### config.mk
export PLATFORM = sky130hd
export DESIGN_NAME = mux_tree_pipe
export DESIGN_NICKNAME = d
export VERILOG_FILES = /design/src/rtl/mux_tree_pkg.sv /design/src/rtl/mux2_stage.sv /design/src/rtl/mux_tree_pipe.sv
export SDC_FILE = /design/constraint.sdc
export NUM_CORES = 1
export LEC_CHECK = 0
export CAP_MARGIN = 25
export CORE_MARGIN = 3
export CORE_UTILIZATION = 44
export DETAILED_ROUTE_END_ITERATION = 6
export GPL_ROUTABILITY_DRIVEN = 0
export PLACE_DENSITY = 0.79
export SLEW_MARGIN = 20
export SYNTH_ARGS = -nofsm -noshare
export SYNTH_HDL_FRONTEND = slang
export SYNTH_SLANG_ARGS = --single-unit
export TNS_END_PERCENT = 10
### constraint.sdc
create_clock -name clk -period 1.4 [get_ports clk]
set_input_delay 0.28 -clock clk [delete_from_list [all_inputs] [get_ports clk]]
set_output_delay 0.28 -clock clk [all_outputs]
set_load 0.01 [all_outputs]
### src/rtl/mux_tree_pkg.sv
// Shared helpers for the pipelined mux tree: channel count, latency and
// flat-bus slicing arithmetic used when unpacking the input channels.
package mux_tree_pkg;

   // Number of channels addressed by a select of the given width.
   function automatic int num_ch(input int sel_w);
      return 32'sd1 << sel_w;
   endfunction

   // Cycles from beat acceptance to out_valid for a given configuration.
   function automatic int lat(input bit pipe, input int sel_w);
      if (pipe) begin
         return sel_w;
      end else begin
         return 32'sd1;
      end
   endfunction

   // Low bit index of channel idx inside a flat bus of width-bit channels.
   function automatic int slice_lo(input int idx, input int width);
      return idx * width;
   endfunction

endpackage

### src/rtl/mux2_stage.sv
// One 2:1 node of the mux tree. The selected payload and the beat's tag and
// valid either pass straight through or are captured in a stage register that
// holds while the pipeline is stalled.
module mux2_stage #(
   parameter int WIDTH = 8,
   parameter int TAGW  = 2,
   parameter bit REG   = 1'b1
) (
   input  logic             clk,
   input  logic             rst,
   input  logic             advance,
   input  logic [WIDTH-1:0] a,
   input  logic [WIDTH-1:0] b,
   input  logic             s,
   input  logic [TAGW-1:0]  tag,
   input  logic             v,
   output logic [WIDTH-1:0] y,
   output logic [TAGW-1:0]  y_tag,
   output logic             y_v
);

   logic [WIDTH-1:0] mux_s;

   // Choose between the even (s=0) and odd (s=1) child.
   always_comb begin
      mux_s = a;
      if (s) begin
         mux_s = b;
      end else begin
         mux_s = a;
      end
   end

   generate
      if (REG) begin : g_reg
         logic [WIDTH-1:0] y_r;
         logic [TAGW-1:0]  tag_r;
         logic             v_r;

         // Stage register: valid tracks every advance so bubbles move on,
         // while payload and tag only update on a real beat.
         always_ff @(posedge clk) begin
            if (rst) begin
               y_r   <= {WIDTH{1'b0}};
               tag_r <= {TAGW{1'b0}};
               v_r   <= 1'b0;
            end else if (advance) begin
               v_r <= v;
               if (v) begin
                  y_r   <= mux_s;
                  tag_r <= tag;
               end
            end
         end

         assign y     = y_r;
         assign y_tag = tag_r;
         assign y_v   = v_r;
      end else begin : g_comb
         logic unused_s;
         assign unused_s = ^{clk, rst, advance};
         assign y     = mux_s;
         assign y_tag = tag;
         assign y_v   = v;
      end
   endgenerate

endmodule

### src/rtl/mux_tree_pipe.sv
// 2^SEL_W-channel, WIDTH-bit multiplexer built as a binary tree of 2:1 nodes
// with optional per-level registers, valid/ready flow control and a select
// tag that travels alongside the data.
module mux_tree_pipe
   import mux_tree_pkg::*;
#(
   parameter int WIDTH = 8,
   parameter int SEL_W = 2,
   parameter bit PIPE  = 1'b1
) (
   input  logic                          clk,
   input  logic                          rst,
   input  logic [num_ch(SEL_W)*WIDTH-1:0] in_data,
   input  logic [SEL_W-1:0]              in_sel,
   input  logic                          in_valid,
   output logic                          in_ready,
   output logic [WIDTH-1:0]              out_data,
   output logic [SEL_W-1:0]              out_sel,
   output logic                          out_valid,
   input  logic                          out_ready
);

   localparam int N    = num_ch(SEL_W);
   // Node storage: leaves at 0..N-1, then each tree level packed after the
   // previous one; the root lands at the last index.
   localparam int ROOT = 32'sd2 * N - 32'sd2;

   logic [WIDTH-1:0] node_data [0:ROOT];
   logic [SEL_W-1:0] node_tag  [0:ROOT];
   logic             node_v    [0:ROOT];
   logic             advance_s;

   // A global stall: nothing moves unless the output slot is free or drains.
   assign advance_s = !out_valid || out_ready;
   assign in_ready  = advance_s;

   genvar i, k, j;
   generate
      for (i = 0; i < N; i++) begin : g_leaf
         assign node_data[i] = in_data[slice_lo(i, WIDTH) +: WIDTH];
         assign node_tag[i]  = in_sel;
         assign node_v[i]    = in_valid;
      end

      for (k = 0; k < SEL_W; k++) begin : g_lvl
         localparam int IB  = 32'sd2 * N - 32'sd2 * (N >> k);
         localparam int OB  = 32'sd2 * N - (N >> k);
         localparam int CNT = N >> (k + 32'sd1);
         // The last level is always registered so the outputs come from flops.
         localparam bit REG = PIPE || (k == SEL_W - 32'sd1);
         for (j = 0; j < CNT; j++) begin : g_node
            // Both children carry the same beat, so tag/valid follow the even one.
            mux2_stage #(
               .WIDTH (WIDTH),
               .TAGW  (SEL_W),
               .REG   (REG)
            ) u_node (
               .clk     (clk),
               .rst     (rst),
               .advance (advance_s),
               .a       (node_data[IB + 32'sd2 * j]),
               .b       (node_data[IB + 32'sd2 * j + 32'sd1]),
               .s       (node_tag[IB + 32'sd2 * j][k]),
               .tag     (node_tag[IB + 32'sd2 * j]),
               .v       (node_v[IB + 32'sd2 * j]),
               .y       (node_data[OB + j]),
               .y_tag   (node_tag[OB + j]),
               .y_v     (node_v[OB + j])
            );
         end
      end
   endgenerate

   assign out_data  = node_data[ROOT];
   assign out_sel   = node_tag[ROOT];
   assign out_valid = node_v[ROOT];

endmodule

==> Word-level counts from Yosys, hierarchy flattened <==
Cells that the tools add are included.
{ "totals": {"regBits": 30, "input_bits": 38, "output_inout_bits": 12, "elab_cells": 14} }
{ "op_classes": {"muxes": 3, "n_reduce_logical": 4} }
{ "ops": {"columns": ["cell", "count"], "rows": [
  ["$mux 8", 3],
  ["$reduce_and 2->1", 2],
  ["$logic_not 1->1", 1],
  ["$logic_or 1x1->1", 1]
]} }

==> Longest topological paths before layout <==
Gate-level depths: netlist (run 1).
{ "logic_depth": {"depth_word": 3, "mapped_depth": 5, "ltp_nobuf": 3} }

==> Cells and area by module <==
From an unflattened synthesis (run 1), not the netlist that was laid out.
{ "hier_totals": {"hier_cells": 148, "area_unflattened_um2": 1665.3} }
{ "modules_own_cells": {"columns": ["mod", "instances", "cells_each", "area_per_inst_um2", "seq_area_each_um2"], "rows": [
  ["mux2_stage", 3, 49, 553.0, 220.2],
  ["mux_tree_pipe", 1, 1, 6.3, 0.0]
]} }

==> Least setup slack after synthesis (run 1) <==
No wires, ideal clock.
{ "synth_path": {"kind": "register to register", "from": "reg g_lvl[1].g_node[0].u_node.g_reg.v_r", "to": "reg g_lvl[0].g_node[0].u_node.g_reg.y_r[6]", "setup_ns": 0.079, "t_arrival_ns": 1.028, "t_required_ns": 1.321, "path_slack_ns": 0.293, "path_stages_with_launch": 6, "path_buffers": 2, "period_less_slack_ns": 1.107, "path_cell_list": "dfxtp_1 nand2b_4 and2_4 buf_6 buf_6 a211oi_2"} }
{ "synth_via": {"elab_chain_len": 3} }
{ "synth_lines": {"columns": ["element", "line", "text"], "rows": [
  ["start: declaration", "mux2_stage.sv:38", "logic v_r;"],
  ["start signal: assignment", "mux2_stage.sv:48", "v_r <= v;"],
  ["$logic_not 1->1", "mux_tree_pipe.sv:34", "assign advance_s = !out_valid || out_ready;"],
  ["$logic_or 1x1->1", "mux_tree_pipe.sv:34", null],
  ["$reduce_and 2->1 (no line)", null, null],
  ["end signal: assignment", "mux2_stage.sv:44", "y_r <= {WIDTH{1'b0}};"],
  ["end signal: assignment", "mux2_stage.sv:50", "y_r <= mux_s;"],
  ["end: declaration", "mux2_stage.sv:36", "logic [WIDTH-1:0] y_r;"]
]} }
Every way passes these cells.
A chain may end at the register's enable or synchronous reset.

==> Worst setup path in the final report (run 1) <==
{ "layout_path": {"from": "in out_ready", "to": "out in_ready"} }
{ "layout_via": {"elab_chain_len": 1} }
{ "layout_lines": {"columns": ["element", "line", "text"], "rows": [
  ["start: declaration", "mux_tree_pipe.sv:20", "input logic out_ready"],
  ["$logic_or 1x1->1", "mux_tree_pipe.sv:34", null],
  ["end: declaration", "mux_tree_pipe.sv:16", "output logic in_ready,"]
]} }
Every way passes these cells.

==> results.md, run 1 <==
- Rel. slew slack: 79.5%
- Unrepaired setup endpoints after global routing: false
- TritonCTS Buffers: 5
- Placed cell count: 221
- Overflow after GRT: 0
- Die footprint: between 0.003 and 0.004 mm2
- Arrival @ worst endpoint: around 1100 ps
- Area share of the largest cell type after synthesis: 42.7%
- Root Buffer: clkbuf_4
- Largest cells by area after synthesis: dfxtp_1 (43%), mux2i_1 (19%), a21oi_1 (8.9%), a211oi_1 (8.5%), a211oi_2 (7.1%)
- Net Sw Frac: 26.3%
- Setup TNS: 0 ps
- Mapped Nets: between 150 and 200
- Setup Fix Bufs, Post-CTS: 0
- Overall Global Routing Usage: 18.0%
- Worst R2R End: g_lvl[1].g_node[0].u_node.y[2]$_SDFFE_PP0P_
- Vias in the first global route: 1277
- Cells on Worst Hold Path: 2
- ANT cells: 0
- DR vias: 1225
- Clock-pin slew on the worst setup and hold paths: 80 ps
- Final worst slack: between 30 and 40 ps
- Psw: about 0.48 mW
- Internal power: 1.33 mW
- Antenna Nets Post-Route: 0
- Vias per cell: 5.37
- Status: complete, no violations
- Pre-antenna DRT Iters: 4
- WP data required: roughly 1100 ps
- R2R Path Start: g_lvl[1].g_node[0].u_node.y_v$_SDFFE_PP0P_
- Pwr Density: 914 mW/mm2
- Cell Area, Placed: 0.00195 mm2
- Power Total: 1.81 mW
- Final cell count without fillers: around 230
- Placement Setup Slack: -248 ps
- Max-slew violation count: 0
- Max_cap viols: 0
- Startpoint types: primary input
- Clock Power Share: 25.4%
- Total core area: 0.00290 mm2
- Post-synthesis sequential area ratio: 42.7%
- Aggregate routed wire length: 3.31 mm
- Min cycle time layout: 1360 ps
- Hold slack: 498 ps
- Nature of the critical path endpoint: primary output
- Fillers: 249
- Reg2Reg Depth: 4
- Final setup viols: 0
- Clock Sinks: 30
- Commonest non-fill, non-tap cell in the layout: clkdlybuf4s50_1
- Tightest Hold Check Type: reg2reg
- Crit Path Class: in2out
- Post-CTS Hold Buffers: 0
- Row Count: 19
- Ys Warns: 0
- VDD IR max: ~0.00072 V
- Synth Register Bits: 30
- Area Overhead vs Synth: 41.0%
- Most frequent cells in the layout: clkdlybuf4s50_1 (37), dfxtp_1 (30), mux2i_1 (27), a21oi_1 (25), a211oi_1 (16)
- Initial antenna violation count: 0
- I/O pins: 50
- Die width: 62.5 um
- Flop-to-flop setup slack: around 230 ps
- Synth Area per Inst: 10.4 um2
- HPWL Detailed: around 2.5 mm
- HP Start: g_lvl[0].g_node[0].u_node.y_tag[0]$_SDFFE_PP0P_
- Area of the multi-input gates: slightly above 700 um2
- CTS tree: done
- H-tree depth: 2
- Layout cells sized above 1: 13.4%
- Largest area contributor in the netlist: dfxtp_1
- Final Hold Viols: 0
- CP Max Fanout: 2
- P_leak: between 0.8 and 0.9 nW
- Hold Path End: g_lvl[0].g_node[0].u_node.y_tag[0]$_SDFFE_PP0P_
- Worst Skew: 6.51 ps
- Syn Std Cell Area: 0.00141 mm2
- Die H: 62.5 um
- Part of the power in registers: 52.5%
- Distinct cell type count after synthesis: 17
- Largest net degree at the start of global routing: 19
- Global-route wire length before repair: between 5 and 6 mm
- DR iter-0 viols: 22
- Buffers on Ports: 49
- Routed length per instance: 14.5 um
- Worst-Margin Slew: 308 ps
- Post-Route Utilization: around two thirds
- Combinational share of power: 22.1%
- F_max: 735 MHz
- Synth Instances: 135
- Clk_lat worst skew: 320 ps
- Deepest clock path buffer count: 2
- Starting density of the core: around half
- Tcrit/Tclk final: 97.2%
- Nets: 224
- Remaining DRCs: 0
- Register Area: 601 um2
- Final instance area: 0.00198 mm2
critical path: stages:
cell and delay, ps:
clkdlybuf4s50_1 460, nand2b_4 120, clkdlybuf4s15_1 230
Yosys cell counts, drive strengths merged:
cell and instances:
a211oi 24, clkbuf 2, nand2b 5, inv 1, and2 2, mux2i 27
buf 13, nand2 1, nand4b 2, a21oi 25, dfxtp 30, o21ai 2
nor2 1
area by class of cell:
type,count,area share [%]
Sequential cell,30,30.3
Multi-Input combinational cell,89,35.5
Inverter,1,0.189
Clock buffer,7,2.27
Tap cell,42,2.65
Timing Repair Buffer,59,29.1
sequential cells by signal (all words and copies together) (netlist names):
| signal | cells |
|---|---|
| g_lvl.g_node.u_node.y | 24 |
| g_lvl.g_node.u_node.y_tag | 4 |
| g_lvl.g_node.u_node.y_v | 2 |
what timing repair did:
action | in CTS | in global routing
cloned | 0 | 0
endpoints found under the setup margin | 12 | 1
resized for setup | 12 | 1
layer usage:
layer	up-vias	global-route usage [%]	part of all wire (%)
li1	608	-	-
met1	569	19.8	41
met2	40	31.8	51
met3	8	5.40	6.2
met4	0	7.99	1.6
met5	-	0	0
power groups by stage:
stage	Sequential, mW	Combinational (mW)	Clock, mW
CTS	0.952	0.404	0.465
global route	0.960	0.436	0.503
floorplan	0.972	0.217	0
detailed placement	0.972	0.415	0
finish	0.951	0.400	0.460
global placement	0.970	0.402	0
worst max path at each step:
stage	from	to	slack (ps)	cells after the start
after floorplan	g_lvl[1].g_node[0].u_node.y_v$_SDFFE_PP0P_	g_lvl[0].g_node[0].u_node.y[6]$_SDFFE_PP0P_	290	5
after global placement	out_ready	in_ready	-260	3
after detailed placement	out_ready	in_ready	-250	3
after CTS	out_ready	in_ready	3	3
after global routing	out_ready	in_ready	30	3
final	out_ready	in_ready	40	3
cell families after synthesis:
kind of cell / Yosys count / synth area share, %
AO/OA/AOI/OAI: 51 / 25.3
flip-flops: 30 / 42.7
multiplexers: 27 / 19.2
buffers and inverters: 16 / 7.21
AND/OR/NAND/NOR: 11 / 5.60
Power figures use the tool's default switching activity.
==> run 2, diff against run 1 <==
GPL_ROUTABILITY_DRIVEN = unset   (was 0)
==> results of run 2 <==
The final DEF is identical to that of run 1; final timing and power are the same.
